File: config.mk
export PLATFORM = sky130hd
export DESIGN_NAME = ret_addr_stack
export DESIGN_NICKNAME = d
export VERILOG_FILES = /design/src/rtl/ret_addr_stack.sv
export SDC_FILE = /design/constraint.sdc
export NUM_CORES = 1
export LEC_CHECK = 0
export ABC_CLOCK_PERIOD_IN_PS = 6600
export CAP_MARGIN = 10
export CELL_PAD_IN_SITES_DETAIL_PLACEMENT = 0
export CELL_PAD_IN_SITES_GLOBAL_PLACEMENT = 1
export CORE_MARGIN = 3
export CORE_UTILIZATION = 38
export CTS_CLUSTER_DIAMETER = 50
export DETAILED_ROUTE_END_ITERATION = 12
export MAX_ROUTING_LAYER = met4
export PLACE_DENSITY_LB_ADDON = 0.05
export SLEW_MARGIN = 20
export SYNTH_ARGS = -nofsm -noshare
export SYNTH_HDL_FRONTEND = slang
export SYNTH_SLANG_ARGS = --single-unit
File: constraint.sdc
create_clock -name clk -period 6.6 [get_ports clk]
set_clock_uncertainty 0.05 [all_clocks]
set_input_delay 1.32 -clock clk [delete_from_list [all_inputs] [get_ports clk]]
set_output_delay 1.32 -clock clk [all_outputs]
set_load 0.01 [all_outputs]
File: src/rtl/ret_addr_stack.sv
// ret_addr_stack: circular LIFO of return addresses for the multi-cycle CPU.
// A call pushes PC+1, a return pops it into a registered popData that feeds
// the PC load input. When full, a push overwrites the oldest entry. Misuse is
// reported through sticky overflow/underflow flags.
//
// Ports:
//   clk, rst        clock, asynchronous active-high reset
//   push, pushData  store pushData on top of the stack
//   pop             pop top entry; popData/popValid valid next cycle
//   clrErr          synchronous clear of the sticky error flags
//   popData         last popped address (registered)
//   popValid        one-cycle pulse after an accepted pop
//   count           number of valid entries, 0..DEPTH
//   empty, full     decoded from count
//   overflow        sticky: push while full
//   underflow       sticky: pop while empty without a simultaneous push
module ret_addr_stack #(
    parameter int unsigned ADDR_W = 13,
    parameter int unsigned DEPTH  = 8
) (
    input  logic                       clk,
    input  logic                       rst,
    input  logic                       push,
    input  logic                       pop,
    input  logic [ADDR_W-1:0]          pushData,
    input  logic                       clrErr,
    output logic [ADDR_W-1:0]          popData,
    output logic                       popValid,
    output logic [$clog2(DEPTH+1)-1:0] count,
    output logic                       empty,
    output logic                       full,
    output logic                       overflow,
    output logic                       underflow
);

    localparam int unsigned PTR_W = $clog2(DEPTH);
    localparam int unsigned CNT_W = $clog2(DEPTH + 1);

    logic [ADDR_W-1:0] mem_q [DEPTH];

    logic [PTR_W-1:0]  sp_q, sp_d;
    logic [CNT_W-1:0]  cnt_q, cnt_d;
    logic [ADDR_W-1:0] pop_data_q, pop_data_d;
    logic              pop_valid_q, pop_valid_d;
    logic              ovf_q, ovf_d;
    logic              unf_q, unf_d;

    logic              mem_we;
    logic [PTR_W-1:0]  mem_waddr;
    logic [PTR_W-1:0]  top;

    // Top of stack sits one below the free-slot pointer, modulo DEPTH.
    assign top   = PTR_W'(sp_q - 1'b1);
    assign empty = (cnt_q == '0);
    assign full  = (cnt_q == CNT_W'(DEPTH));

    // Next-state decode for pointer, count, pop register and error flags.
    always_comb begin
        sp_d        = sp_q;
        cnt_d       = cnt_q;
        pop_data_d  = pop_data_q;
        pop_valid_d = 1'b0;
        ovf_d       = ovf_q & ~clrErr;
        unf_d       = unf_q & ~clrErr;
        mem_we      = 1'b0;
        mem_waddr   = sp_q;

        unique case ({push, pop})
            2'b10: begin
                mem_we = 1'b1;
                sp_d   = PTR_W'(sp_q + 1'b1);
                if (full) begin
                    // Pointer wraps onto the oldest entry; count saturates.
                    ovf_d = 1'b1;
                end else begin
                    cnt_d = CNT_W'(cnt_q + 1'b1);
                end
            end
            2'b01: begin
                if (empty) begin
                    unf_d = 1'b1;
                end else begin
                    pop_data_d  = mem_q[top];
                    pop_valid_d = 1'b1;
                    sp_d        = top;
                    cnt_d       = CNT_W'(cnt_q - 1'b1);
                end
            end
            2'b11: begin
                pop_valid_d = 1'b1;
                if (empty) begin
                    // Bypass: the pushed address is returned straight away.
                    pop_data_d = pushData;
                end else begin
                    pop_data_d = mem_q[top];
                    mem_we     = 1'b1;
                    mem_waddr  = top;
                end
            end
            default: ;
        endcase
    end

    // Control and output registers.
    always_ff @(posedge clk or posedge rst) begin
        if (rst) begin
            sp_q        <= '0;
            cnt_q       <= '0;
            pop_data_q  <= '0;
            pop_valid_q <= 1'b0;
            ovf_q       <= 1'b0;
            unf_q       <= 1'b0;
        end else begin
            sp_q        <= sp_d;
            cnt_q       <= cnt_d;
            pop_data_q  <= pop_data_d;
            pop_valid_q <= pop_valid_d;
            ovf_q       <= ovf_d;
            unf_q       <= unf_d;
        end
    end

    // Entry storage, intentionally not reset.
    always_ff @(posedge clk) begin
        if (mem_we) begin
            mem_q[mem_waddr] <= pushData;
        end
    end

    assign popData   = pop_data_q;
    assign popValid  = pop_valid_q;
    assign count     = cnt_q;
    assign overflow  = ovf_q;
    assign underflow = unf_q;

endmodule
==> qor.txt, run 1 <==
Outcome: finished, final reports clean
Clk sink count: 127
Post-Syn Nets: 375
Post-synth cell types: 43
Mapped Cells: 350
Final hold viol count: 0
Crit path largest cell delay: 0.77 ns
Hold-fix buffers at CTS: 0
Period utilization: 0.569
Gpl congestion: 0.784
Reg clk slew, reported paths: 0.06 ns
Top-count cell post-synth: edfxtp_1
Synth top area cells: edfxtp_1 58%, dfrtp_1 11%, mux2i_1 5.7%
Maxcap violations: 0
First-pass GRT wire length: 20900 um
Syn avg cell area: 15.5 um^2
I/O pins: 40
Post-synthesis cell area: 5430 um^2
Clk root buf: clkbuf_16
Starting Density: 0.389
Synth async-reset ratio: 0.181
TritonCTS Buffers: 17
DRT antenna net count: 0
Clock buffer depth: 2
Setup crit end kind: output pin
Post-CTS Setup Inserts: 0
Pre-antenna DRT Iters: 5
Die Height: 125 um
Skew-Pair Late Insertion Delay: 0.41 ns
Critical path's slowest cell: or4_4
Area leader, netlist: edfxtp_1
Initial antenna violation count: 0
Bufs and invs on worst path: 2
#FFs+latches synth: 127
CTS-repair resized insts: 0
Setup tns final: 0 ns
Final WL: 14000 um
Top cell type's share of synthesized area: 0.576
PnR Total Power: 3.33 mW
GRT overflow: 0
Initial drt markers: 209
CTS tree: yes
Routed len/inst: 24.0 um
Top sig layer: met4
Largest net degree at the start of global routing: 45
CP Max Fanout: 22
Die area: 15700 um^2
WL met2: 7160 um
Achievable Freq: 266 MHz
Metal3 WL: 721 um
EDFF count, synth: 104
DRC viols: 0
CP Class: reg2out
CTS H-Tree Depth: 4
Setup-failing EPs final: 0
Final max-slew violation count: 0
Ys flop type: edfxtp_1
Worst Path Arrival: 2.39 ns
Delay-heaviest family, CP: simple AND/OR/NAND/NOR gates
Rel. slew slack: 0.328
Sequential share of the synthesized area: 0.682
Core Region: 13900 um^2
Cell Rows: 43
Ant diodes: 0
Vias/cell: 5.47
LEAKAGE: 2.33 nW
# port buffers: 39
Min Clock Period, post-route: 3.76 ns
Area overhead of the layout relative to synthesis: 21.3%
Worst-Margin Slew: 1.00 ns
CP Data Required Time: 5.23 ns
GRT Total Usage: 0.191
# nets final: 416
Via count: 3191
M1 WL: 5960 um
Worst setup SP type: register
Hpwl dp: 9030 um
RSZ-0062 raised after global routing: false
Fill cells: 1221
Maximum vdd drop: 0.000247 V
Yosys Warn Count: 0
Vias in the first global route: 3307
Die W: 125 um
Power Density: 505 nW/um^2
Worst hold path type: reg2reg
CP Cell Sequence: or4_4, inv_1, clkdlybuf4s50_1
Synth cell count leaders: 104 x edfxtp_1, 31 x mux2i_1, 23 x dfrtp_1, 23 x nand2_1, 16 x a21oi_1
Share of layout cells above drive strength 1: 0.151
routing by layer:
layer | up-vias | track usage
li1 | 1471 | -
met1 | 1606 | 0.245
met2 | 100 | 0.309
met3 | 14 | 0.0423
met4 | 0 | 0.0497
met5 | - | -
cell type report:
type,count,area [um^2],area share
Sequential cell,127,3700,0.562
Tap cell,180,225,0.0342
Multi-Input combinational cell,194,1600,0.243
Clock buffer,19,433,0.0658
Clock inverter,12,169,0.0257
Inverter,7,26.3,0.00399
Timing Repair Buffer,44,428,0.0650
kinds of logic after synthesis:
kind of cell	after synthesis	synth area share
AO/OA/AOI/OAI	76	0.103
XOR/XNOR	8	0.0129
adder cells (fa/ha/maj)	7	0.0161
buffers and inverters	29	0.0288
flip-flops	127	0.682
multiplexers	43	0.100
AND/OR/NAND/NOR	60	0.0577
flip-flops by register name, indices dropped and copies added, names as in the netlist:
register,cells
count,4
popData,13
overflow,1
mem_q,104
sp_q,3
underflow,1
popValid,1
worst register-to-register path: stages, from the launching register on:
cell	delay, ns
dfrtp_1	0.32
buf_4	0.35
inv_1	0.27
ha_2	1.03
nor2b_1	0.10
a2111oi_0	0.84
a31oi_1	0.23
o2111ai_1	0.17
nand2_1	0.08
power by group:
| part | leakage, nW | total [mW] | internal (mW) | switching (mW) |
|---|---|---|---|---|
| clock | 0.286 | 0.949 | 0.625 | 0.324 |
| combinational | 0.821 | 1.25 | 0.517 | 0.735 |
| sequential | 1.22 | 1.12 | 1.04 | 0.0876 |
| total | 2.33 | 3.33 | 2.18 | 1.15 |
stage by stage:
step	hold slack, ns	std cells	worst slack, ns	cell area [um^2]	util
after floorplan	0.475	350	3.37	5430	-
after global placement	0.430	552	2.49	5960	0.428
after detailed placement	0.433	552	2.39	5960	0.428
after CTS	0.449	583	2.81	6560	0.471
after global routing	0.463	583	2.76	6580	0.472
final	0.449	583	2.84	6580	0.472
cell usage in the layout, fill, tap and decap left out, types with 2 or more instances in the layout:
| master | instances |
|---|---|
| a2111oi_0 | 9 |
| a211o_1 | 4 |
| a21oi_1 | 16 |
| a21oi_2 | 2 |
| a22o_1 | 2 |
| a22oi_1 | 9 |
| a31oi_1 | 10 |
| a32oi_1 | 10 |
| and2_1 | 2 |
| buf_4 | 5 |
| bufinv_16 | 4 |
| clkbuf_1 | 2 |
| clkbuf_16 | 17 |
| clkdlybuf4s50_1 | 39 |
| clkinv_1 | 3 |
| clkinv_4 | 2 |
| clkinvlp_4 | 2 |
| dfrtp_1 | 23 |
| edfxtp_1 | 104 |
| ha_1 | 6 |
| inv_1 | 6 |
| mux2_2 | 2 |
| mux2_4 | 2 |
| mux2i_1 | 31 |
| mux4_2 | 8 |
| nand2_1 | 23 |
| nor2_1 | 5 |
| nor2_2 | 9 |
| nor2b_1 | 10 |
| nor3_1 | 2 |
| o2111ai_1 | 9 |
| o21ai_0 | 3 |
| xnor2_1 | 4 |
| xor2_1 | 3 |
worst paths after layout:
check,from,to,slack (ns),cells past startpoint
worst max-delay path,count[1]$_DFFE_PP0P_,empty,2.84,3
worst min-delay path,popData[4]$_DFFE_PP0P_,popData[4]$_DFFE_PP0P_,0.45,2
worst max register to register,sp_q[0]$_DFFE_PP0P_,popData[6]$_DFFE_PP0P_,3.07,8
worst min register to register,popData[4]$_DFFE_PP0P_,popData[4]$_DFFE_PP0P_,0.45,2
max in group asynchronous,rst,popData[0]$_DFFE_PP0P_,4.86,2
min in group asynchronous,rst,popData[3]$_DFFE_PP0P_,1.24,2
(Power assumes the default switching activity.)
==> inputs of run 2 (changes only) <==
--- a/config.mk
+++ b/config.mk
@@ -5,7 +5,7 @@
 export SDC_FILE = /design/constraint.sdc
 export NUM_CORES = 1
 export LEC_CHECK = 0
-export ABC_CLOCK_PERIOD_IN_PS = 6600
+export ABC_CLOCK_PERIOD_IN_PS = 3350
 export CAP_MARGIN = 10
 export CELL_PAD_IN_SITES_DETAIL_PLACEMENT = 0
 export CELL_PAD_IN_SITES_GLOBAL_PLACEMENT = 1
==> constraint.sdc (replaced) <==
create_clock -name clk -period 3.35 [get_ports clk]
set_clock_uncertainty 0.05 [all_clocks]
set_input_delay 0.67 -clock clk [delete_from_list [all_inputs] [get_ports clk]]
set_output_delay 0.67 -clock clk [all_outputs]
set_load 0.01 [all_outputs]
==> run 2 against run 1 <==
Sequential power increased by 96%. Non-clock buffer count increased by 18. Worst hold slack got worse by 0.0055 ns. Combinational power increased by 99%. Global-route usage decreased by 1.3 points. Wire length decreased by 8.1%. Power increased by 88%. Die area unchanged. Via count increased by 2.4%. Setup slack got worse by 2.7 ns. Critical endpoint unchanged.
==> qor.txt, run 2 (synthesized netlist as in run 1, its figures left out) <==
RSZ-0062 raised after global routing: false
Share of layout cells above drive strength 1: 0.171 (+0.0197)
Starting Density: 0.389 (unchanged)
Via count: 3266 (+2.4%)
NetSw: 2.21 mW (+93%)
Worst Path Arrival: 2.45 ns (+0.06 ns)
Die area: 15700 um^2 (unchanged)
Switch share: 0.353 (+0.00852)
Hpwl dp: 8080 um (-11%)
Worst setup SP type: register
Ant diodes: 0 (unchanged)
Bufs and invs on worst path: 3 (+1)
Fill cells: 1202 (-1.6%)
Outcome: finished, final reports clean
Max FFs per register: 104 (unchanged)
Clk root buf: clkbuf_16
Pre-antenna DRT Iters: 4 (-1)
Finished Layout Cells: 601 (+3.1%)
DP Cell Count: 570 (+3.3%)
Clk pwr share: 0.251 (-0.034)
I/O pins: 40 (unchanged)
Period utilization: 0.946
Vias in the first global route: 3322 (+0.45%)
CTS tree: yes
Worst R2R Start: count[1]$_DFFE_PP0P_
Cell Rows: 43 (unchanged)
Final hold viol count: 0 (unchanged)
Gpl congestion: 0.764 (-2.6%)
Post-route cell area: 6610 um^2 (+0.46%)
Setup crit end kind: output pin
Vias/cell: 5.43 (-0.72%)
Maxcap violations: 0 (unchanged)
Setup tns final: 0 ns (unchanged)
Hold-fix buffers at CTS: 0 (unchanged)
GRT overflow: 0 (unchanged)
Worst-Margin Slew: 0.747 ns (-0.256 ns)
TritonCTS Buffers: 17 (unchanged)
Clk sink count: 127 (unchanged)
Critical path's slowest cell: or4_4
Worst hold path type: reg2reg
Initial antenna violation count: 0 (unchanged)
Reg clk slew, reported paths: 0.06 ns (about the same)
Setup-failing EPs final: 0 (unchanged)
Crit path largest cell delay: 0.61 ns (-0.16 ns)
CTS-repair resized insts: 0 (unchanged)
Largest net degree at the start of global routing: 49 (+8.9%)
CP Max Fanout: 21 (-4.5%)
CP Cell Sequence: or4_4, buf_4, inv_1, clkdlybuf4s50_1
First-pass GRT wire length: 20200 um (-3.3%)
Final max-slew violation count: 0 (unchanged)
Most common cell after layout, fill and taps aside: edfxtp_1
Routed len/inst: 21.4 um (-11%)
Worst Hold Depth: 2 (unchanged)
# nets final: 434 (+4.3%)
Min Clock Period, post-route: 3.17 ns
Top reg by flops: mem_q
CTS H-Tree Depth: 4 (unchanged)
Initial drt markers: 157 (-25%)
GRT Total Usage: 0.178 (-0.0130)
Core Region: 13900 um^2 (unchanged)
Area overhead of the layout relative to synthesis: 21.8%
Achievable Freq: 316 MHz
Internal Power: 4.05 mW (+86%)
Delay-heaviest family, CP: buffers and inverters
Commonest non-fill, non-tap cells in the layout: 104 x edfxtp_1, 39 x clkdlybuf4s50_1, 31 x mux2i_1
Post-CTS Setup Inserts: 0 (unchanged)
Reg-to-Reg End: mem_q[1][4]$_DFFE_PP_
Hold EP: popData[8]$_DFFE_PP0P_
Die W: 125 um (unchanged)
Final WL: 12900 um (-8.1%)
LEAKAGE: 2.38 nW (+2.3%)
FF-to-FF path depth: 6 (-2)
DRT antenna net count: 0 (unchanged)
Placed Area: 6110 um^2 (+2.5%)
Hold Slack: 0.443 ns (-0.00551 ns)
Combinational share of power: 0.398 (+0.021)
Rel. slew slack: 0.500 (+0.172)
CP Class: reg2out
DRC viols: 0 (unchanged)
# port buffers: 39 (unchanged)
CP Data Required Time: 2.63 ns (-2.60 ns)
Skew-Pair Late Insertion Delay: 0.41 ns (about the same)
Clock buffer depth: 2 (unchanged)
Sequential power share: 0.350 (+0.012)
PnR Total Power: 6.26 mW (+88%)
Power Density: 947 nW/um^2 (+87%)
Flop-to-flop setup slack: 0.44 ns (-2.63 ns)
Hold Crit Start: popData[8]$_DFFE_PP0P_
Maximum vdd drop: 0.000468 V (+90%)
Die Height: 125 um (unchanged)
-- run 2: changes by cell type in the layout (fill, tap and decap cells not counted), moves of 3 or more --
cell        previous run  this run
clkinv_2               1         6
clkinvlp_4             2         5
buf_4                  5        22
nor2_1                 5        13
nor2_2                 9         1
bufinv_16              4         0
-- run 2: cell type report --
class                      count  area, um^2  share of cell area
clock buffer                  17         425              0.0644
sequential                   127        3700               0.560
timing repair buffer          62         576              0.0871
inverter                       7        26.3             0.00398
tap                          180         225              0.0341
multi-input combinational    194        1580               0.239
clock inverter                14        78.8              0.0119
-- run 2: worst max path at each step --
stage,startpoint,end,slack (ns),cells past startpoint
2_1_floorplan,sp_q[0]$_DFFE_PP0P_,mem_q[0][0]$_DFFE_PP_,0.46,9
4_1_cts,count[1]$_DFFE_PP0P_,empty,0.15,4
6_report,count[1]$_DFFE_PP0P_,empty,0.18,4
5_1_grt,count[1]$_DFFE_PP0P_,empty,0.08,4
3_3_place_gp,pop,mem_q[3][6]$_DFFE_PP_,0.20,6
3_5_place_dp,pop,mem_q[1][5]$_DFFE_PP_,0.17,6
-- run 2: power by group through the flow --
stage                     Clock (mW)  Sequential [mW]  Combinational [mW]
after floorplan                    0             2.24                1.61
after global placement             0             2.22                2.51
after detailed placement           0             2.22                2.51
after CTS                       1.61             2.20                2.53
after global routing            1.68             2.23                2.72
final                           1.57             2.19                2.49
-- run 2: stage by stage --
stage | worst slack (ns) | utilization
floorplan | 0.461 | -
global placement | 0.203 | 0.438
detailed placement | 0.171 | 0.438
CTS | 0.149 | 0.474
global route | 0.0771 | 0.474
finish | 0.180 | 0.474
-- run 2: worst min-delay path: stages (launching register included) --
cell and delay, ns:
dfrtp_1 0.34, a32oi_1 0.06, nand2_1 0.06
-- run 2: metal layers --
| layer | global-route usage | vias up | wire, um |
|---|---|---|---|
| met5 | - | - | 0 |
| met4 | 0.0568 | 0 | 123 |
| met3 | 0.0466 | 9 | 664 |
| met2 | 0.260 | 89 | 5950 |
| met1 | 0.244 | 1669 | 6130 |
| li1 | - | 1499 | - |
==> variant, RTL diff (flow settings as in run 2) <==
Put one more register stage on the output `count`, cleared by the reset. The value now appears one clock later. The other outputs are not delayed to match.
--- a/src/rtl/ret_addr_stack.sv
+++ b/src/rtl/ret_addr_stack.sv
@@ -130,5 +130,11 @@
     assign popData   = pop_data_q;
     assign popValid  = pop_valid_q;
-    assign count     = cnt_q;
+    always_ff @(posedge clk or posedge rst) begin
+        if (rst) begin
+            count <= '0;
+        end else begin
+            count <= cnt_q;
+        end
+    end
     assign overflow  = ovf_q;
     assign underflow = unf_q;
Behaviour: not the same (Yosys sat finds a counterexample within 4 cycles, from zero or initial values and one cycle with rst high).
==> variant against run 2 <==
Sequential share of layout area about the same. Non-clock buffer count down 2. Wire length up 1.8%. Power up 5.3%. Critical path depth down 1. Cell count up 2.2%. Largest cell class unchanged. Highest routed layer unchanged. Utilization up 0.88 points. Worst setup slack better by 0.032 ns. Worst hold slack better by 0.028 ns. Critical path type unchanged. Sequential cell count up 4. Via count down 0.83%. Synthesized area up 1.4%. Design area up 2.6%.
==> variant: results (changes against run 2) <==
| Metric | Value |
|---|---|
| Status | `finished, final reports clean` |
| Vias per cell | `5.28 (-2.9%)` |
| Worst Reg-to-Reg Cells | `8 (+2)` |
| Area grow syn2layout | `23.3%` |
| Adder-Cell Fraction of Synth Area | `1.59% (-0.023 points)` |
| Origin of the critical flop-to-flop path | `sp_q[0]` |
| Prevailing post-synth register cell | `edfxtp_1` |
| Setup crit start | `cnt_q[1]` |
| Layout cells sized above 1 | `21.2% (+4.1 points)` |
| Final nets | `446 (+2.8%)` |
| Post-detail-place hpwl | `8150 µm (+0.79%)` |
| Synth Area in Compound Gates | `9.57% (-0.69 points)` |
| Peak supply drop | `0.377 mV (-20%)` |
| Wire length per cell | `21.3 µm (-0.37%)` |
| Worst Tran Pin Value | `0.767 ns (+0.0193 ns)` |
| CP Data Arrival Time | `2.42 ns (-0.03 ns)` |
| Post-Synth XOR/XNOR Area | `1.77% (+0.48 points)` |
| Placement Setup Slack | `0.329 ns (+0.158 ns)` |
| P_int | `4.39 mW (+8.4%)` |
| RePlAce Congestion | `0.750 (-1.9%)` |
| Register area share after synthesis | `69.0% (+0.86 points)` |
| Overall routed net length | `13100 µm (+1.8%)` |
| Syn Area/Cell | `15.2 µm² (-1.7%)` |
| Top cells by count, synth | `104 x edfxtp_1, 43 x nand2_1, 27 x dfrtp_1, 21 x mux2_2, 16 x a22oi_1` |
| Post-synth ARST share | `20.6% (+2.5 points)` |
| Initial antenna violation count | `0 (unchanged)` |
| Layout fillers | `1219 (+1.4%)` |
| DP Area | `6210 µm² (+1.6%)` |
| Max incr delay on CP | `0.78 ns (+0.17 ns)` |
| Clock-pin slew on the worst setup and hold paths | `0.06 ns (about the same)` |
| GRT Total Usage | `18.0% (+0.27 points)` |
| Number of global-route vias before repair | `3325 (+0.090%)` |
| LEAKAGE | `2.48 nW (+4.0%)` |
| DRT iter0 DRCs | `319 (+100%)` |
| Clock share of power | `27.7% (+2.6 points)` |
| # placed instances | `582 (+2.1%)` |
| Worst hold path class | `flip-flop to flip-flop` |
| Worst-path cell with the longest stage delay | `or4_1` |
| Largest net degree at the start of global routing | `34 (-31%)` |
| Hold Startpoint | `popData[3]` |
| Count of cell types in the netlist | `48 (+12%)` |
| Top delay family on crit path | `simple AND/OR/NAND/NOR gates` |
| Comb power frac | `37.6% (-2.2 points)` |
| Worst-path fanout max | `11 (-48%)` |
| Diode count | `0 (unchanged)` |
| Syn nets | `386 (+2.9%)` |
| Multiplexer share of the synthesized area | `8.14% (-1.9 points)` |
| First-pass GRT wire length | `20500 µm (+1.8%)` |
## variant: cell types whose count changed after synthesis, moves of 8 or more
cell       change
a21oi_1        -8
nor2b_1       -10
o22ai_1        +9
a2111oi_0      -9
a31o_2         +8
and3_1        +12
mux2i_1       -27
mux2_2        +19
a32oi_1       -10
nand2_1       +20
mux4_2         -8
o2111ai_1      -9
## variant: worst paths after layout
path / endpoint / slack [ns]
max in group asynchronous: cnt_q[2] / 2.02
min in group asynchronous: cnt_q[0] / 0.57
worst min-delay path: popData[3] / 0.47
worst max-delay path: empty / 0.21
worst min register to register: popData[3] / 0.47
worst max register to register: mem_q[3][0] / 0.74
## variant: cell type report
type,instances,area share [%]
clock buffer,27,7.41
inverter,8,0.443
sequential,131,56.0
clock inverter,5,1.11
multi-input combinational,203,23.5
timing repair buffer,60,8.26
tap,180,3.32
## variant: logic make-up (layout without fill, tap and decap cells)
group,after synthesis,after routing
mux,32,32
flops,131,131
xor+xnor,9,9
simple gates,86,86
fa+ha+maj,7,7
buf+inv,27,100
compound gates,69,69
## variant: per-layer routing
metal | GRT usage, % | vias up | wire length, µm
met2 | 25.8 | 70 | 6010
met5 | - | - | 0
met1 | 25.5 | 1638 | 6320
met3 | 4.76 | 16 | 566
li1 | - | 1515 | -
met4 | 5.36 | 0 | 201
## variant: worst reg2reg max path, delay by kind of cell (launching register included)
| family | cells | cell delay, ns |
|---|---|---|
| buf+inv | 3 | 0.65 |
| xor+xnor | 1 | 0.49 |
| flops | 1 | 0.38 |
| fa+ha+maj | 1 | 0.37 |
| simple gates | 2 | 0.22 |
| compound gates | 1 | 0.20 |
